File: src/rtl/timer_periph.sv
// timer_periph -- memory-mapped interval timer on the MIPS data-memory bus.
//
// Register map (word offsets from BASE_ADDR):
//   +0x0  TH       reload value
//   +0x4  TL       up-counter, reloads from TH on overflow
//   +0x8  TCON     {irq_status, irq_enable, count_enable}, zero-extended on read
//   +0xC  SYSTICK  free-running cycle counter (only with TIMER_SYSTICK_EN)
//
// Optional feature macro: TIMER_SYSTICK_EN. When undefined, BASE+0xC still
// decodes as a hit but reads as zero and ignores stores.

module timer_periph #(
   parameter int unsigned PRESCALE  = 1,
   parameter logic [31:0] BASE_ADDR = 32'h4000_0000
) (
   input  logic        clk,
   input  logic        reset,
   input  logic [31:0] addr,
   input  logic [31:0] wdata,
   input  logic        mem_write,
   input  logic        mem_read,
   output logic [31:0] rdata,
   output logic        hit,
   output logic        irq
);

   // Prescaler terminal count; PRESCALE=65536 maps onto 16'hFFFF.
   localparam logic [15:0] PCNT_LAST = 16'(PRESCALE - 1);

   localparam logic [1:0] SEL_TH      = 2'd0;
   localparam logic [1:0] SEL_TL      = 2'd1;
   localparam logic [1:0] SEL_TCON    = 2'd2;
   localparam logic [1:0] SEL_SYSTICK = 2'd3;

   // Architectural state
   logic [31:0] th;
   logic [31:0] tl;
   logic [2:0]  tcon;
   logic [15:0] pcnt;

   // Next-state values
   logic [31:0] th_next;
   logic [31:0] tl_next;
   logic [2:0]  tcon_next;
   logic [15:0] pcnt_next;
   logic        irq_next;

   // Decode and event signals
   logic [29:0] word_offset;
   logic [1:0]  reg_sel;
   logic        wr_th;
   logic        wr_tl;
   logic        wr_tcon;
   logic        tick;
   logic        wrap;
   logic        irq_set;
   logic [31:0] systick_rd;
   logic        unused_addr_bits;

   // Byte lanes are irrelevant: the block only supports whole-word access.
   assign unused_addr_bits = ^addr[1:0];

   // Word-granular decode; the subtraction lets BASE_ADDR sit on any word
   // boundary, not just a 16-byte aligned one.
   assign word_offset = addr[31:2] - BASE_ADDR[31:2];
   assign hit         = (word_offset[29:2] == 28'd0);
   assign reg_sel     = word_offset[1:0];

   assign wr_th   = mem_write && hit && (reg_sel == SEL_TH);
   assign wr_tl   = mem_write && hit && (reg_sel == SEL_TL);
   assign wr_tcon = mem_write && hit && (reg_sel == SEL_TCON);

   // Prescaler advance, tick detection and overflow-set decision. A store to
   // TL in the same cycle as a tick swallows the whole tick, including any
   // interrupt it would have raised.
   always_comb begin
      tick      = tcon[0] && (pcnt == PCNT_LAST);
      pcnt_next = pcnt;
      if (tcon[0]) begin
         pcnt_next = tick ? 16'd0 : pcnt + 16'd1;
      end
      wrap    = tick && (tl == 32'hFFFF_FFFF) && !wr_tl;
      irq_set = wrap && tcon[1];
   end

   // Register next-state: CPU stores win over counting, reload bypasses a
   // concurrent TH store, and a pending overflow interrupt is never lost to a
   // concurrent TCON store.
   always_comb begin
      th_next   = th;
      tl_next   = tl;
      tcon_next = tcon;

      if (wr_th) begin
         th_next = wdata;
      end

      if (wr_tl) begin
         tl_next = wdata;
      end else if (wrap) begin
         tl_next = wr_th ? wdata : th;
      end else if (tick) begin
         tl_next = tl + 32'd1;
      end

      if (wr_tcon) begin
         tcon_next = wdata[2:0];
      end
      if (irq_set) begin
         tcon_next[2] = 1'b1;
      end

      irq_next = tcon_next[1] && tcon_next[2];
   end

   // State registers; reset clears everything immediately, mid-count included.
   always_ff @(posedge clk or posedge reset) begin
      if (reset) begin
         th   <= 32'h0;
         tl   <= 32'h0;
         tcon <= 3'b000;
         pcnt <= 16'h0;
         irq  <= 1'b0;
      end else begin
         th   <= th_next;
         tl   <= tl_next;
         tcon <= tcon_next;
         pcnt <= pcnt_next;
         irq  <= irq_next;
      end
   end

`ifdef TIMER_SYSTICK_EN
   logic [31:0] systick;

   // Free-running cycle counter, independent of TCON, wraps modulo 2^32.
   always_ff @(posedge clk or posedge reset) begin
      if (reset) begin
         systick <= 32'h0;
      end else begin
         systick <= systick + 32'd1;
      end
   end

   assign systick_rd = systick;
`else
   assign systick_rd = 32'h0;
`endif

   // Combinational load path; drives zero when not selected so the bus mux
   // can simply OR slave outputs if it wants to.
   always_comb begin
      rdata = 32'h0;
      if (mem_read && hit) begin
         case (reg_sel)
            SEL_TH:      rdata = th;
            SEL_TL:      rdata = tl;
            SEL_TCON:    rdata = {29'h0, tcon};
            SEL_SYSTICK: rdata = systick_rd;
            default:     rdata = 32'h0;
         endcase
      end
   end

endmodule

File: config.mk
export PLATFORM = sky130hd
export DESIGN_NAME = timer_periph
export DESIGN_NICKNAME = d
export VERILOG_FILES = /design/src/rtl/timer_periph.sv
export SDC_FILE = /design/constraint.sdc
export NUM_CORES = 1
export LEC_CHECK = 0
export BUFFER_PORTS_ARGS = -buffer_cell sky130_fd_sc_hd__buf_2
export CAP_MARGIN = 10
export CORE_MARGIN = 4
export CORE_UTILIZATION = 40
export DETAILED_ROUTE_END_ITERATION = 8
export HOLD_SLACK_MARGIN = 0.03
export MAX_ROUTING_LAYER = met4
export SYNTH_ARGS = -nofsm -noshare
export SYNTH_HDL_FRONTEND = slang
export SYNTH_SLANG_ARGS = --single-unit
export TNS_END_PERCENT = 5
File: constraint.sdc
create_clock -name clk -period 7.5 [get_ports clk]
set_input_delay 2.25 -clock clk [delete_from_list [all_inputs] [get_ports clk]]
set_output_delay 2.25 -clock clk [all_outputs]
set_load 0.03 [all_outputs]
==> impl_metrics.ini, run 1 <==
[clocking]
cts.sinks = 84
clockBufferDepth = 2
cts_resized = 0
path_clk_slew_ns = 0.06
cts_hold_buffers = 0
cts_buffers = 9
cts-root-buf = clkbuf_16
clock_latency_ns = 0.35
cts_htree_levels = 3
cts_tree = yes
post_cts_buffers = 0

[cells_and_area]
drive_gt1_frac = 0.229
diodes = 0
final_util = 0.487
fin_cells = 844
nets = 738
flow.area_growth_from_synthesis_pct = 17.9
fillers = 1241

[sta]
rsz0062_at_grt = no
finalSetupViolCount = 0
whs_ns = 0.479
post-route-period-util = 0.888
final_hold_viol_count = 0
final_max_slew_viol_count = 0
tns_ns = 0
timing.slew.headroom = 0.203
tightest_slew_ns = 1.19
fin_worst_skew_ns = 0.0101
max_freq_ghz = 0.150
min_period_ns = 6.66

[worst_hold_path]
whs_path_depth = 1
min_from = pcnt[15]$_DFFE_PP0P_
hold_class = reg2reg

[die]
dieHeight_um = 123
ios = 102
core_area_sq_um = 12700
num_rows = 41
fp.dieW_um = 123
initial_utilization = 0.413
die-area_sq_um = 15000

[critical_path]
crit_family = simple AND/OR/NAND/NOR gates
startpoint_type = input pin
cp-startpoint = addr[29]
cpPeakStageDelay_ns = 0.57
cp_slowest_cell = or2_2
cp_cell_sequence = buf_2 -> nor4b_2 -> nand3_1 -> nor2_1 -> nand2_1 -> or2_2 -> nor2_1 -> buf_2
critPathCaptureType = primary output
reg2reg_from = tl[0]$_DFFE_PP0P_
path_class = in2out
cp.depth = 8
reg2regPathDepth = 7
worstPathMaxFanout = 29
worstPathRequired_ns = 5.25
critPathBufInv = 2
critPathArrivalTime_ns = 4.41

[job]
cap_violations = 0

[power_and_ir_drop]
p_leak_nw = 2.93
irDropWorstVdd_mv = 0.128
p_per_area_nw_per_um2 = 158
total_power_mw = 0.976

[logic_synthesis]
synthTopCellsByArea = dfrtp_1 (40%), mux2i_1 (8.6%), nor2_1 (4.3%)
synth_top_cell_area_share = 0.400
syn_area_sq_um = 5250
synth_area_per_cell_sq_um = 8.98
async_flop_share = 1.00
synth_top_cell_by_area = dfrtp_1
ys.flop_type = dfrtp_1
syn_inst = 585
synth_edf_count = 0
ys_seq_area_frac = 0.400
ys_types = 59
ys_seq_elements = 84
synth_commonest_cells = dfrtp_1 (84), nor2_1 (60), nand2_1 (55)
yosysMostFrequentCell = dfrtp_1
yosysWarnings = 0
synthesis.nets = 656

[drt]
routed_wl_um = 15900
wl_per_cell_um = 18.9
first_pass_iters = 5
antenna_left = 0
vias_per_cell = 5.85
drc_errors = 0
vias = 4939
drt_first_iter_violations = 351

[global_routing]
grt_start_max_net_pins = 85
grt.total_usage = 0.227
grt_pass1_vias = 4844
antenna_found_initial = 0
grt_pass1_wl_um = 25600
grt.overflow.total = 0

[placement]
hpwl_um = 10900
port_buffers = 99
gp_congestion = 0.879
dp_cells = 828

[outcome]
status = finished, final reports clean
==> worst reg2reg max path: stages, from the launching register on <==
cell     delay, ns
dfrtp_1       0.48
ha_1          0.32
and2_1        0.25
nand4_2       0.27
or4b_1        1.06
nor2_8        0.42
mux2i_1       0.22
a21oi_1       0.08
==> registers in the layout (all words and copies together), names as in the netlist <==
register / count
irq: 1
pcnt: 16
tcon: 3
th: 32
tl: 32
==> kinds of logic (layout without fill, tap and decap cells) <==
group	count (synthesis)	count (layout)	synth area share
simple gates	251	251	0.261
compound gates	121	121	0.140
mux	62	62	0.124
fa+ha+maj	3	3	0.00715
xor+xnor	19	19	0.0317
flops	84	84	0.400
buf+inv	45	132	0.0364
==> metal layers <==
layer  global-route usage  up-vias  wire [um]
met5                    -        -          0
met4               0.0819        0        314
met3               0.0410       22       1070
met2                0.358      195       7650
met1                0.294     2409       6900
li1                     -     2313          -
==> metrics by stage <==
stage,instance area [sq um],setup WS (ns)
finish,6190,0.839
global route,6190,0.610
CTS,6190,0.820
detailed placement,5870,0.827
global placement,5870,0.874
floorplan,5250,0.507
==> path summary, 6_finish.rpt <==
check	slack, ns	end
max	0.84	rdata[6]
min	0.48	pcnt[15]$_DFFE_PP0P_
max reg2reg	4.22	tl[3]$_DFFE_PP0P_
min reg2reg	0.48	pcnt[15]$_DFFE_PP0P_
max in group asynchronous	4.52	pcnt[12]$_DFFE_PP0P_
min in group asynchronous	2.24	tl[15]$_DFFE_PP0P_
==> cell type report <==
| class | instances | area [sq um] | area share |
|---|---|---|---|
| clock buffers | 13 | 280 | 0.0453 |
| clock inverters | 3 | 42.5 | 0.00687 |
| inverters | 10 | 38.8 | 0.00626 |
| multi-input cells | 456 | 2970 | 0.479 |
| flip-flops and latches | 84 | 2100 | 0.339 |
| well taps | 172 | 215 | 0.0348 |
| repair buffers | 106 | 548 | 0.0885 |
==> placed cells by master (no fill, tap or decap), types with 4 or more instances in the layout <==
cell type / n
buf_2: 99
dfrtp_1: 84
nor2_1: 60
nand2_1: 55
mux2i_1: 45
o21ai_0: 42
nand3_1: 34
a21oi_1: 30
nand4_1: 17
and4_1: 13
xnor2_1: 10
nor4_1: 10
xor2_1: 9
inv_1: 9
clkbuf_16: 9
and2_1: 8
and3_1: 8
mux2_2: 8
a211oi_1: 8
nor3_1: 8
buf_4: 7
o211ai_1: 6
mux2_1: 6
o21ai_1: 6
or2_2: 5
or4_1: 5
or3_1: 5
nand2b_1: 4
o22ai_1: 4
clkbuf_8: 4
==> where the power goes <==
part	switching [mW]	internal, mW
sequential	0.0000281	0.453
combinational	0.0278	0.0187
clock	0.183	0.294
(Power assumes the default switching activity.)
==> run 2, diff against run 1 <==
--- a/constraint.sdc
+++ b/constraint.sdc
@@ -3,2 +3,2 @@
 set_output_delay 2.25 -clock clk [all_outputs]
-set_load 0.03 [all_outputs]
+set_load 0.005 [all_outputs]
==> run 2 against run 1 <==
Compared with the run above:
- final area down 0.81%
- first-iteration DRC count up 12%
- sequential share of layout area up 0.28 points
- critical endpoint unchanged
- largest power group is now registers
==> impl_metrics.ini, run 2 (synthesis results as in run 1) <==
[sta]
finalSetupViolCount = 0
tightest_slew_ns = 1.13
max_freq_ghz = 0.151
timing.slew.headroom = 0.249
post-route-period-util = 0.882
fin_ws_ns = 0.888
rsz0062_at_grt = no
min_period_ns = 6.61
final_hold_viol_count = 0
tns_ns = 0
final_max_slew_viol_count = 0
fin_worst_skew_ns = 0.00641

[cells_and_area]
flow.area_growth_from_synthesis_pct = 16.9
nets = 738
final_cell_mix = buf_2 (99), dfrtp_1 (84), nor2_1 (60)
fillers = 1296
final_common_cell = buf_2
final_util = 0.483
drive_gt1_frac = 0.224
diodes = 0
reg.largest.list = th x32, tl x32, pcnt x16

[drt]
drt_first_iter_violations = 393
first_pass_iters = 5
wl_per_cell_um = 19.0
antenna_left = 0
routed_wl_um = 16000
vias = 4926
drc_errors = 0
vias_per_cell = 5.85

[clocking]
cts-root-buf = clkbuf_16
cts_htree_levels = 3
cts_hold_buffers = 0
cts_buffers = 9
cts_tree = yes
cts.sinks = 84
clockBufferDepth = 2
clock_latency_ns = 0.34
path_clk_slew_ns = 0.06
post_cts_buffers = 0
cts_resized = 0

[global_routing]
met3_usage = 0.0295
grt_pass1_vias = 4817
top_usage_layer = met2
grt_pass1_wl_um = 25700
use_met1 = 0.303
grtUsageMet2 = 0.351
grt.total_usage = 0.225
antenna_found_initial = 0
grt.overflow.total = 0
grt_start_max_net_pins = 85

[power_and_ir_drop]
p_per_area_nw_per_um2 = 152
p_leak_nw = 2.91
irDropWorstVdd_mv = 0.0742
total_power_mw = 0.934

[worst_hold_path]
whs_path_depth = 1
hold_class = reg2reg
min_from = pcnt[15]$_DFFE_PP0P_

[critical_path]
cp_slowest_cell = or2_2
crit_family = simple AND/OR/NAND/NOR gates
path_class = in2out
startpoint_type = input pin
reg2regPathDepth = 7
cpPeakStageDelay_ns = 0.54
cp_cell_sequence = buf_2 -> nor4_1 -> nand4_1 -> buf_4 -> nor2_1 -> nand2_1 -> or2_2 -> nor2_1 -> buf_2
critPathArrivalTime_ns = 4.36
cp.depth = 9
worstPathRequired_ns = 5.25
critPathBufInv = 3
critPathCaptureType = primary output
worstPathMaxFanout = 29
cp-startpoint = addr[8]
reg2reg_from = tl[0]$_DFFE_PP0P_

[placement]
gp_congestion = 0.884
place_ws_ns = 0.846
port_buffers = 99
hpwl_um = 10800

[job]
cap_violations = 0

[die]
fp.dieW_um = 123
initial_utilization = 0.413
dieHeight_um = 123
core_area_sq_um = 12700
num_rows = 41
die-area_sq_um = 15000
ios = 102

[outcome]
status = finished, final reports clean
[run 2: cell count changes in the layout (fill, tap and decap cells not counted), sizes merged]
cell | before | now
clkbuf | 13 | 11
clkinv | 2 | 3
clkinvlp | 1 | 0
[run 2: final timing paths]
kind                                   endpoint  slack (ns)
setup / recovery                       rdata[6]        0.89
min in group asynchronous    tl[13]$_DFFE_PP0P_        2.23
hold / removal             pcnt[15]$_DFFE_PP0P_        0.47
hold reg to reg            pcnt[15]$_DFFE_PP0P_        0.47
setup reg to reg             tl[17]$_DFFE_PP0P_        4.17
max in group asynchronous      th[22]$_DFF_PP0_        4.51
[run 2: area by class of cell]
class,count,area (sq um),share of cell area
Multi-Input combinational cell,456,2970,0.483
Sequential cell,84,2100,0.342
Timing Repair Buffer,106,548,0.0892
Clock buffer,11,233,0.0379
Tap cell,172,215,0.0350
Clock inverter,3,40.0,0.00652
Inverter,10,38.8,0.00631
[run 2: layer usage]
metal	routed length [um]	vias up	part of all wire
met5	0	-	0
met4	276	0	0.017
met3	1020	19	0.064
met2	7470	190	0.47
met1	7210	2401	0.45
li1	-	2316	-
[run 2: per-stage QoR]
stage	instances	hold WS (ns)	instance area (sq um)
floorplan	585	0.443	5250
global placement	828	0.461	5870
detailed placement	828	0.465	5870
CTS	842	0.479	6140
global route	842	0.510	6140
finish	842	0.474	6140
[run 2: worst register-to-register path, cell delays in order, from the launching register on]
cell	delay, ns
dfrtp_1	0.49
ha_1	0.33
and2_1	0.26
nand4_2	0.28
or4b_1	1.05
nor2_8	0.42
mux2i_1	0.25
a21oi_1	0.09
[run 2: report_power, final]
group / switching [mW] / internal [mW]
Sequential: 0.0000273 / 0.453
Clock: 0.181 / 0.254
Combinational: 0.0277 / 0.0187
